==> src/rtl/cordic_pkg.sv <==
// Shared constants for the CORDIC cores: Q3.13 angle constants, the arctan
// table and the Q1.15 inverse gain.
package cordic_pkg;

  localparam int QFRAC      = 13;
  localparam int PI         = 25736;
  localparam int HALF_PI    = 12868;
  localparam int INV_K      = 19899;
  localparam int INV_K_FRAC = 15;

  // atan(2^-i) in Q3.13; deeper stages bottom out at one LSB
  function automatic int atan_q13(input int i);
    case (i)
      0:       return 6434;
      1:       return 3798;
      2:       return 2007;
      3:       return 1019;
      4:       return 511;
      5:       return 256;
      6:       return 128;
      7:       return 64;
      8:       return 32;
      9:       return 16;
      10:      return 8;
      11:      return 4;
      12:      return 2;
      default: return 1;
    endcase
  endfunction

endpackage

==> src/rtl/cordic_vectoring_if.sv <==
// Enable/done handshake and data bus shared by the CORDIC cores.
interface cordic_vectoring_if #(
  parameter int data_width = 16
);
  logic                         enable;
  logic signed [data_width-1:0] xin;
  logic signed [data_width-1:0] yin;
  logic                         done;
  logic signed [data_width-1:0] xout;
  logic signed [data_width-1:0] zout;

  modport master (output enable, xin, yin, input done, xout, zout);
  modport slave  (input enable, xin, yin, output done, xout, zout);
endinterface

==> src/rtl/cordic_vec_stage.sv <==
// One vectoring micro-rotation register: drives y toward zero and
// accumulates the rotated angle into z.
module cordic_vec_stage #(
  parameter int W     = 19,
  parameter int ZW    = 16,
  parameter int SHIFT = 0,
  parameter int ATAN  = 6434
) (
  input  logic                 clk,
  input  logic                 reset,
  input  logic                 en,
  input  logic signed [W-1:0]  x_i,
  input  logic signed [W-1:0]  y_i,
  input  logic signed [ZW-1:0] z_i,
  input  logic                 zf_i,
  output logic signed [W-1:0]  x_o,
  output logic signed [W-1:0]  y_o,
  output logic signed [ZW-1:0] z_o,
  output logic                 zf_o
);
  localparam logic signed [ZW-1:0] ATAN_V = ZW'(ATAN);

  logic signed [W-1:0] xs, ys;
  assign xs = x_i >>> SHIFT;
  assign ys = y_i >>> SHIFT;

  always_ff @(posedge clk or negedge reset) begin
    if (!reset) begin
      x_o  <= '0;
      y_o  <= '0;
      z_o  <= '0;
      zf_o <= 1'b0;
    end else if (en) begin
      zf_o <= zf_i;
      if (y_i[W-1]) begin
        x_o <= x_i - ys;
        y_o <= y_i + xs;
        z_o <= z_i - ATAN_V;
      end else begin
        x_o <= x_i + ys;
        y_o <= y_i - xs;
        z_o <= z_i + ATAN_V;
      end
    end
  end
endmodule

==> src/rtl/cordic_vectoring.sv <==
// Pipelined circular CORDIC, vectoring mode: (xin, yin) -> (|v|, atan2).
// Define CORDIC_GAIN_COMP_EN to scale the magnitude by 1/K in the output stage.
module cordic_vectoring
  import cordic_pkg::*;
#(
  parameter int data_width = 16,
  parameter int iterations = 14,
  parameter int guard_bits = 3
) (
  input  logic             clk,
  input  logic             reset,
  cordic_vectoring_if.slave vif
);
  localparam int W      = data_width + guard_bits;
  localparam int PW     = W + INV_K_FRAC + 2;
  localparam int STAGES = iterations + 1;

  localparam logic signed [data_width-1:0] PI_Z  = data_width'(PI);
  localparam logic signed [data_width-1:0] HPI_Z = data_width'(HALF_PI);
  localparam logic signed [PW-1:0] SAT_HI = {{(PW-data_width+1){1'b0}}, {(data_width-1){1'b1}}};
  localparam logic signed [PW-1:0] SAT_LO = ~SAT_HI;

  logic [STAGES:0]                     vld_pipe;
  logic [iterations:0][W-1:0]          xp, yp;
  logic [iterations:0][data_width-1:0] zp;
  logic [iterations:0]                 zf;

  logic signed [W-1:0]          xe, ye, x0, y0;
  logic signed [data_width-1:0] z0;
  logic                         zf0;

  assign xe = {{guard_bits{vif.xin[data_width-1]}}, vif.xin};
  assign ye = {{guard_bits{vif.yin[data_width-1]}}, vif.yin};

  always_ff @(posedge clk or negedge reset) begin
    if (!reset) vld_pipe <= '0;
    else        vld_pipe <= {vld_pipe[STAGES-1:0], vif.enable};
  end

  // Fold the left half-plane into the right one so the micro-rotations converge.
  always_ff @(posedge clk or negedge reset) begin
    if (!reset) begin
      x0  <= '0;
      y0  <= '0;
      z0  <= '0;
      zf0 <= 1'b0;
    end else if (vif.enable) begin
      zf0 <= (vif.xin == '0) && (vif.yin == '0);
      if (!vif.xin[data_width-1]) begin
        x0 <= xe;
        y0 <= ye;
        z0 <= '0;
      end else if (!vif.yin[data_width-1]) begin
        x0 <= ye;
        y0 <= -xe;
        z0 <= HPI_Z;
      end else begin
        x0 <= -ye;
        y0 <= xe;
        z0 <= -HPI_Z;
      end
    end
  end

  assign xp[0] = x0;
  assign yp[0] = y0;
  assign zp[0] = z0;
  assign zf[0] = zf0;

  for (genvar i = 0; i < iterations; i++) begin : g_stage
    cordic_vec_stage #(
      .W     (W),
      .ZW    (data_width),
      .SHIFT (i),
      .ATAN  (atan_q13(i))
    ) u_stage (
      .clk   (clk),
      .reset (reset),
      .en    (vld_pipe[i]),
      .x_i   (xp[i]),
      .y_i   (yp[i]),
      .z_i   (zp[i]),
      .zf_i  (zf[i]),
      .x_o   (xp[i+1]),
      .y_o   (yp[i+1]),
      .z_o   (zp[i+1]),
      .zf_o  (zf[i+1])
    );
  end

  // The residual y is only a convergence by-product.
  logic unused_y;
  assign unused_y = ^yp[iterations];

  logic signed [W-1:0]          xf;
  logic signed [data_width-1:0] zfin;
  logic signed [PW-1:0]         mag;

  assign xf   = xp[iterations];
  assign zfin = zp[iterations];

`ifdef CORDIC_GAIN_COMP_EN
  localparam logic signed [PW-1:0] INV_K_W = PW'(INV_K);
  localparam logic signed [PW-1:0] RND     = PW'(1 << (INV_K_FRAC - 1));
  logic signed [PW-1:0] prod;
  assign prod = PW'(xf) * INV_K_W + RND;
  assign mag  = prod >>> INV_K_FRAC;
`else
  assign mag = PW'(xf);
`endif

  logic signed [data_width-1:0] xsat, zwrap;

  always_comb begin
    xsat = mag[data_width-1:0];
    if (mag > SAT_HI)      xsat = SAT_HI[data_width-1:0];
    else if (mag < SAT_LO) xsat = SAT_LO[data_width-1:0];
    // -pi and +pi are the same angle; report the (-pi, pi] representative
    zwrap = (zfin == -PI_Z) ? PI_Z : zfin;
  end

  always_ff @(posedge clk or negedge reset) begin
    if (!reset) begin
      vif.xout <= '0;
      vif.zout <= '0;
    end else if (vld_pipe[iterations]) begin
      vif.xout <= zf[iterations] ? '0 : xsat;
      vif.zout <= zf[iterations] ? '0 : zwrap;
    end
  end

  assign vif.done = vld_pipe[STAGES];

endmodule

==> src/flat_wrapper.sv <==
// flat-port wrapper written by rule: the top's interface ports become plain ports
module cordic_vectoring_flat import cordic_pkg::*;
#(
  parameter int data_width = 16,
  parameter int iterations = 14,
  parameter int guard_bits = 3
)
  (clk, reset, vif_enable, vif_xin, vif_yin, vif_done, vif_xout, vif_zout);
  cordic_vectoring_if #(.data_width(data_width)) vif_i ();
  input  logic clk;
  input  logic reset;
  input wire logic [$bits(vif_i.enable)-1:0] vif_enable;
  input wire logic [$bits(vif_i.xin)-1:0] vif_xin;
  input wire logic [$bits(vif_i.yin)-1:0] vif_yin;
  output wire logic [$bits(vif_i.done)-1:0] vif_done;
  output wire logic [$bits(vif_i.xout)-1:0] vif_xout;
  output wire logic [$bits(vif_i.zout)-1:0] vif_zout;
  assign vif_i.enable = vif_enable;
  assign vif_i.xin = vif_xin;
  assign vif_i.yin = vif_yin;
  assign vif_done = vif_i.done;
  assign vif_xout = vif_i.xout;
  assign vif_zout = vif_i.zout;
  cordic_vectoring #(.data_width(data_width), .iterations(iterations), .guard_bits(guard_bits)) u_core (.clk(clk), .reset(reset), .vif(vif_i));
endmodule
==> config.mk <==
export PLATFORM = sky130hd
export DESIGN_NAME = cordic_vectoring_flat
export DESIGN_NICKNAME = d
export VERILOG_FILES = /design/src/rtl/cordic_pkg.sv /design/src/rtl/cordic_vectoring_if.sv /design/src/rtl/cordic_vec_stage.sv /design/src/rtl/cordic_vectoring.sv /design/src/flat_wrapper.sv
export SDC_FILE = /design/constraint.sdc
export NUM_CORES = 2
export LEC_CHECK = 0
export BUFFER_PORTS_ARGS = -buffer_cell sky130_fd_sc_hd__buf_2
export CAP_MARGIN = 20
export CORE_ASPECT_RATIO = 1.4
export CORE_UTILIZATION = 35
export CTS_CLUSTER_DIAMETER = 80
export DETAILED_ROUTE_END_ITERATION = 8
export GPL_ROUTABILITY_DRIVEN = 0
export RECOVER_POWER = 50
export SYNTH_ARGS = -nofsm -noshare
export SYNTH_HDL_FRONTEND = slang
export SYNTH_SLANG_ARGS = --single-unit
==> constraint.sdc <==
create_clock -name clk -period 8.16 [get_ports clk]
set_clock_uncertainty 0.05 [all_clocks]
set_input_delay 0.408 -clock clk [delete_from_list [all_inputs] [get_ports clk]]
set_output_delay 0.408 -clock clk [all_outputs]
set_load 0.01 [all_outputs]
==> results.py <==
metrics = {
    "run_status": {
        "run_status": "finished with violations",
        "failed_checks": "DRC, capacitance limit, slew limit",
    },
    "global_route": {
        "grtUsageTotal": 0.177,
        "overflow": 0,
        "pin_count_of_the_biggest_net_entering_global_routing": 163,
        "vias_in_the_first_global_route": 53293,
        "grt_antenna_before_repair": 0,
        "wire_length_of_the_first_global_routing_pass_um": 278000,
    },
    "final_layout": {
        "final_nets": 8083,
        "syn2layout_area_growth_pct": 10.4,
        "final_area_mm2": 0.0730,
        "diodes": 0,
        "fillCellCount": 18649,
        "drive_gt1_frac": 0.103,
        "instances_no_fill": 9863,
    },
    "worst_setup_path": {
        "cells_along_the_critical_path": "clkbuf_1 -> inv_1 -> fa_1 -> a21o_1 -> a21oi_1 -> o211ai_1 -> and4_1 -> o21a_1 -> o21ai_0 -> a2111oi_0 -> or3_1 -> a31o_2",
        "cp_data_arrival_time_ns": 6.12,
        "worst_setup_path_end_kind": "flop",
        "cp.buffers_inverters": 2,
        "cp_slowest_cell": "sky130_fd_sc_hd__clkbuf_1",
        "cpLargestDelayFamily": "buffers and inverters",
        "worstPathMaxFanout": 39,
        "worst_ep_required_time_ns": 8.73,
        "worst_setup_path_start_kind": "flop",
        "critical-path-max-stage-delay_ns": 1.38,
        "criticalPathCategory": "reg2reg",
    },
    "timing": {
        "fmax_mhz": 180,
        "finalSetupViolCount": 0,
        "final_max_slew_viol_count": 1355,
        "finalCritPeriodShare": 0.680,
        "worst_margin_pin_slew_ns": 3.70,
        "final-hold-violation-count": 0,
        "slew-limit-headroom": -1.47,
        "unrepaired_setup_endpoints_after_global_routing": "no",
        "layout_min_cycle_time_ns": 5.55,
        "setup_tns_ns": 0,
    },
    "cts": {
        "numCtsBuffers": 102,
        "worst_setup_hold_path_clk_slew_ns": 0.06,
        "tritoncts_num_sinks": 825,
        "clock_tree.htree_level_count": 3,
        "clock_path_buffers": 3,
        "clock-root-buffer": "sky130_fd_sc_hd__clkbuf_16",
        "ctsResizeCount": 0,
        "cts_tree": "yes",
        "cts_hold_buffers": 35,
        "cts_setup_buffers": 0,
        "clkLatencyLatePin_ns": 0.76,
    },
    "route": {
        "routed-via-count": 53108,
        "per_cell_routed_wire_length_um": 17.4,
        "vias_per_cell": 5.38,
        "first_pass_iters": 8,
        "routed_wl_um": 171000,
        "ant_nets": 0,
        "drt_iter0_drc": 2647,
        "remaining_drc_errors": 11,
    },
    "synthesis": {
        "synth.distinct_cells": 80,
        "netlist_top_cells_area": "sky130_fd_sc_hd__dfrtp_1 31%, sky130_fd_sc_hd__ha_1 13%, sky130_fd_sc_hd__mux2_2 8.2%",
        "syn-instance-count": 7273,
        "synth_mux_area_frac": 0.0911,
        "post_synth_xor_xnor_area": 0.106,
        "synth_seq_area_share": 0.312,
        "yosysTopAreaCellShare": 0.312,
        "share_of_synthesized_flip_flops_with_an_asynchronous_set_or_reset": 1.00,
        "synth_compound_gate_area_share": 0.178,
        "dominant_cell_by_count_in_the_synthesized_netlist": "sky130_fd_sc_hd__dfrtp_1",
        "ys_seq_elements": 825,
        "post_synth_fa_ha_maj_area_fraction": 0.145,
        "yosys_warnings": 0,
        "syn-mean-instance-area_um2": 9.09,
        "synth_simple_gate_area_frac": 0.133,
        "netlist.top_cell.by_area": "sky130_fd_sc_hd__dfrtp_1",
        "main_flop_type_after_synthesis": "sky130_fd_sc_hd__dfrtp_1",
        "post_synth_most_frequent_cells": "825 x sky130_fd_sc_hd__dfrtp_1, 700 x sky130_fd_sc_hd__ha_1, 672 x sky130_fd_sc_hd__nor2_1",
        "synth_nets": 8050,
        "synth_enable_flop_cells": 0,
        "synth_top_family_by_area": "compound AO/OA/AOI/OAI gates",
        "syn-cell-area_mm2": 0.0661,
    },
    "die": {
        "top_level_ports": 68,
        "initial_util": 0.353,
        "die_area_mm2": 0.191,
        "die_w_um": 369,
        "num_rows": 188,
        "floorplan.die.height_um": 516,
        "coreArea_mm2": 0.187,
    },
    "min_path": {
        "worst_hold_path_type": "in2reg",
    },
    "placed_design": {
        "number_of_buffers_inserted_by_port_buffering": 67,
        "detailed_place.area_mm2": 0.0691,
        "detailed_place_hpwl_um": 133000,
        "placed_cells": 9636,
    },
    "run": {
        "maxCapViolCount": 22,
    },
}
## layout make-up
class	instances	area, µm²	share of cell area
sequential	825	20700	0.283
multi-input combinational	5842	43200	0.592
inverter	390	1460	0.0200
tap	2470	3090	0.0423
clock buffer	136	2860	0.0392
timing repair buffer	145	931	0.0127
clock inverter	55	816	0.0112
## cells in the final DEF, fill, tap and decap left out, types with 26 or more instances in the layout
cell type / n
sky130_fd_sc_hd__or3_1: 50
sky130_fd_sc_hd__o41ai_1: 26
sky130_fd_sc_hd__o211ai_1: 66
sky130_fd_sc_hd__mux2_2: 479
sky130_fd_sc_hd__nand3_1: 109
sky130_fd_sc_hd__o21a_1: 55
sky130_fd_sc_hd__fa_1: 42
sky130_fd_sc_hd__ha_1: 700
sky130_fd_sc_hd__nand2_1: 414
sky130_fd_sc_hd__a21oi_1: 623
sky130_fd_sc_hd__a31oi_1: 88
sky130_fd_sc_hd__o31ai_1: 36
sky130_fd_sc_hd__a21o_1: 243
sky130_fd_sc_hd__nand4_1: 58
sky130_fd_sc_hd__nand2b_1: 75
sky130_fd_sc_hd__nor3_1: 179
sky130_fd_sc_hd__o21bai_1: 70
sky130_fd_sc_hd__buf_2: 33
sky130_fd_sc_hd__nor2_1: 672
sky130_fd_sc_hd__dfrtp_1: 815
sky130_fd_sc_hd__and3_1: 47
sky130_fd_sc_hd__nor2b_1: 77
sky130_fd_sc_hd__nor4_1: 41
sky130_fd_sc_hd__a211oi_1: 53
sky130_fd_sc_hd__xnor2_1: 558
sky130_fd_sc_hd__mux2i_1: 62
sky130_fd_sc_hd__dlygate4sd3_1: 35
sky130_fd_sc_hd__xor2_1: 246
sky130_fd_sc_hd__o21ai_0: 416
sky130_fd_sc_hd__clkbuf_1: 74
sky130_fd_sc_hd__inv_1: 383
sky130_fd_sc_hd__nand3b_1: 28
sky130_fd_sc_hd__clkbuf_16: 102
## state kept, by name (all words and copies together), names as in the netlist
signal                       flops
u_core.g_stage.u_stage.x_o     266
u_core.g_stage.u_stage.y_o     233
u_core.g_stage.u_stage.z_o     222
u_core.x0                       19
u_core.y0                       19
u_core.vif.xout                 16
u_core.vif.zout                 16
u_core.vld_pipe                 16
u_core.g_stage.u_stage.zf_o     14
u_core.z0                        3
u_core.zf0                       1
## cell families after synthesis
logic type	count (synthesis)
flops	825
compound gates	1890
fa+ha+maj	742
simple gates	1864
buf+inv	606
mux	542
xor+xnor	804
## per-layer routing
metal  wire length [µm]  global-route usage  vias up
met3               4800              0.0186      383
met5                  0                   0        -
met1              66100               0.189    25599
met4               8070              0.0811        0
li1                   -                   -    26157
met2              92500               0.345      969
## stage by stage
step	worst slack (ns)	hold slack [ns]	utilization
global placement	3.72	0.422	0.369
finish	2.61	0.0194	0.390
detailed placement	3.72	0.426	0.369
floorplan	4.39	0.0624	-
CTS	3.70	0.00559	0.390
global route	1.76	0.0110	0.390
## tightest hold or removal path, cell delays in order
cell,delay [ns]
sky130_fd_sc_hd__buf_2,0.19
sky130_fd_sc_hd__nand4_1,0.12
sky130_fd_sc_hd__o22ai_1,0.06
## path summary, 6_finish.rpt
check	start	endpoint	slack [ns]	cells past startpoint
worst max-delay path	u_core.g_stage[2].u_stage.y_o[18]	u_core.g_stage[3].u_stage.z_o[14]	2.61	12
worst min-delay path	vif_xin[15]	u_core.x0[15]	0.02	3
worst max register to register	u_core.g_stage[2].u_stage.y_o[18]	u_core.g_stage[3].u_stage.z_o[14]	2.61	12
worst min register to register	u_core.g_stage[9].u_stage.z_o[2]	u_core.g_stage[10].u_stage.z_o[2]	0.41	2
max in group asynchronous	reset	u_core.vld_pipe[12]	2.80	4
min in group asynchronous	reset	u_core.g_stage[1].u_stage.z_o[7]	0.30	2
Power is left out: the tool's default activity adds up to more than one toggle a clock period on the data nets, which glitch-free logic cannot reach.
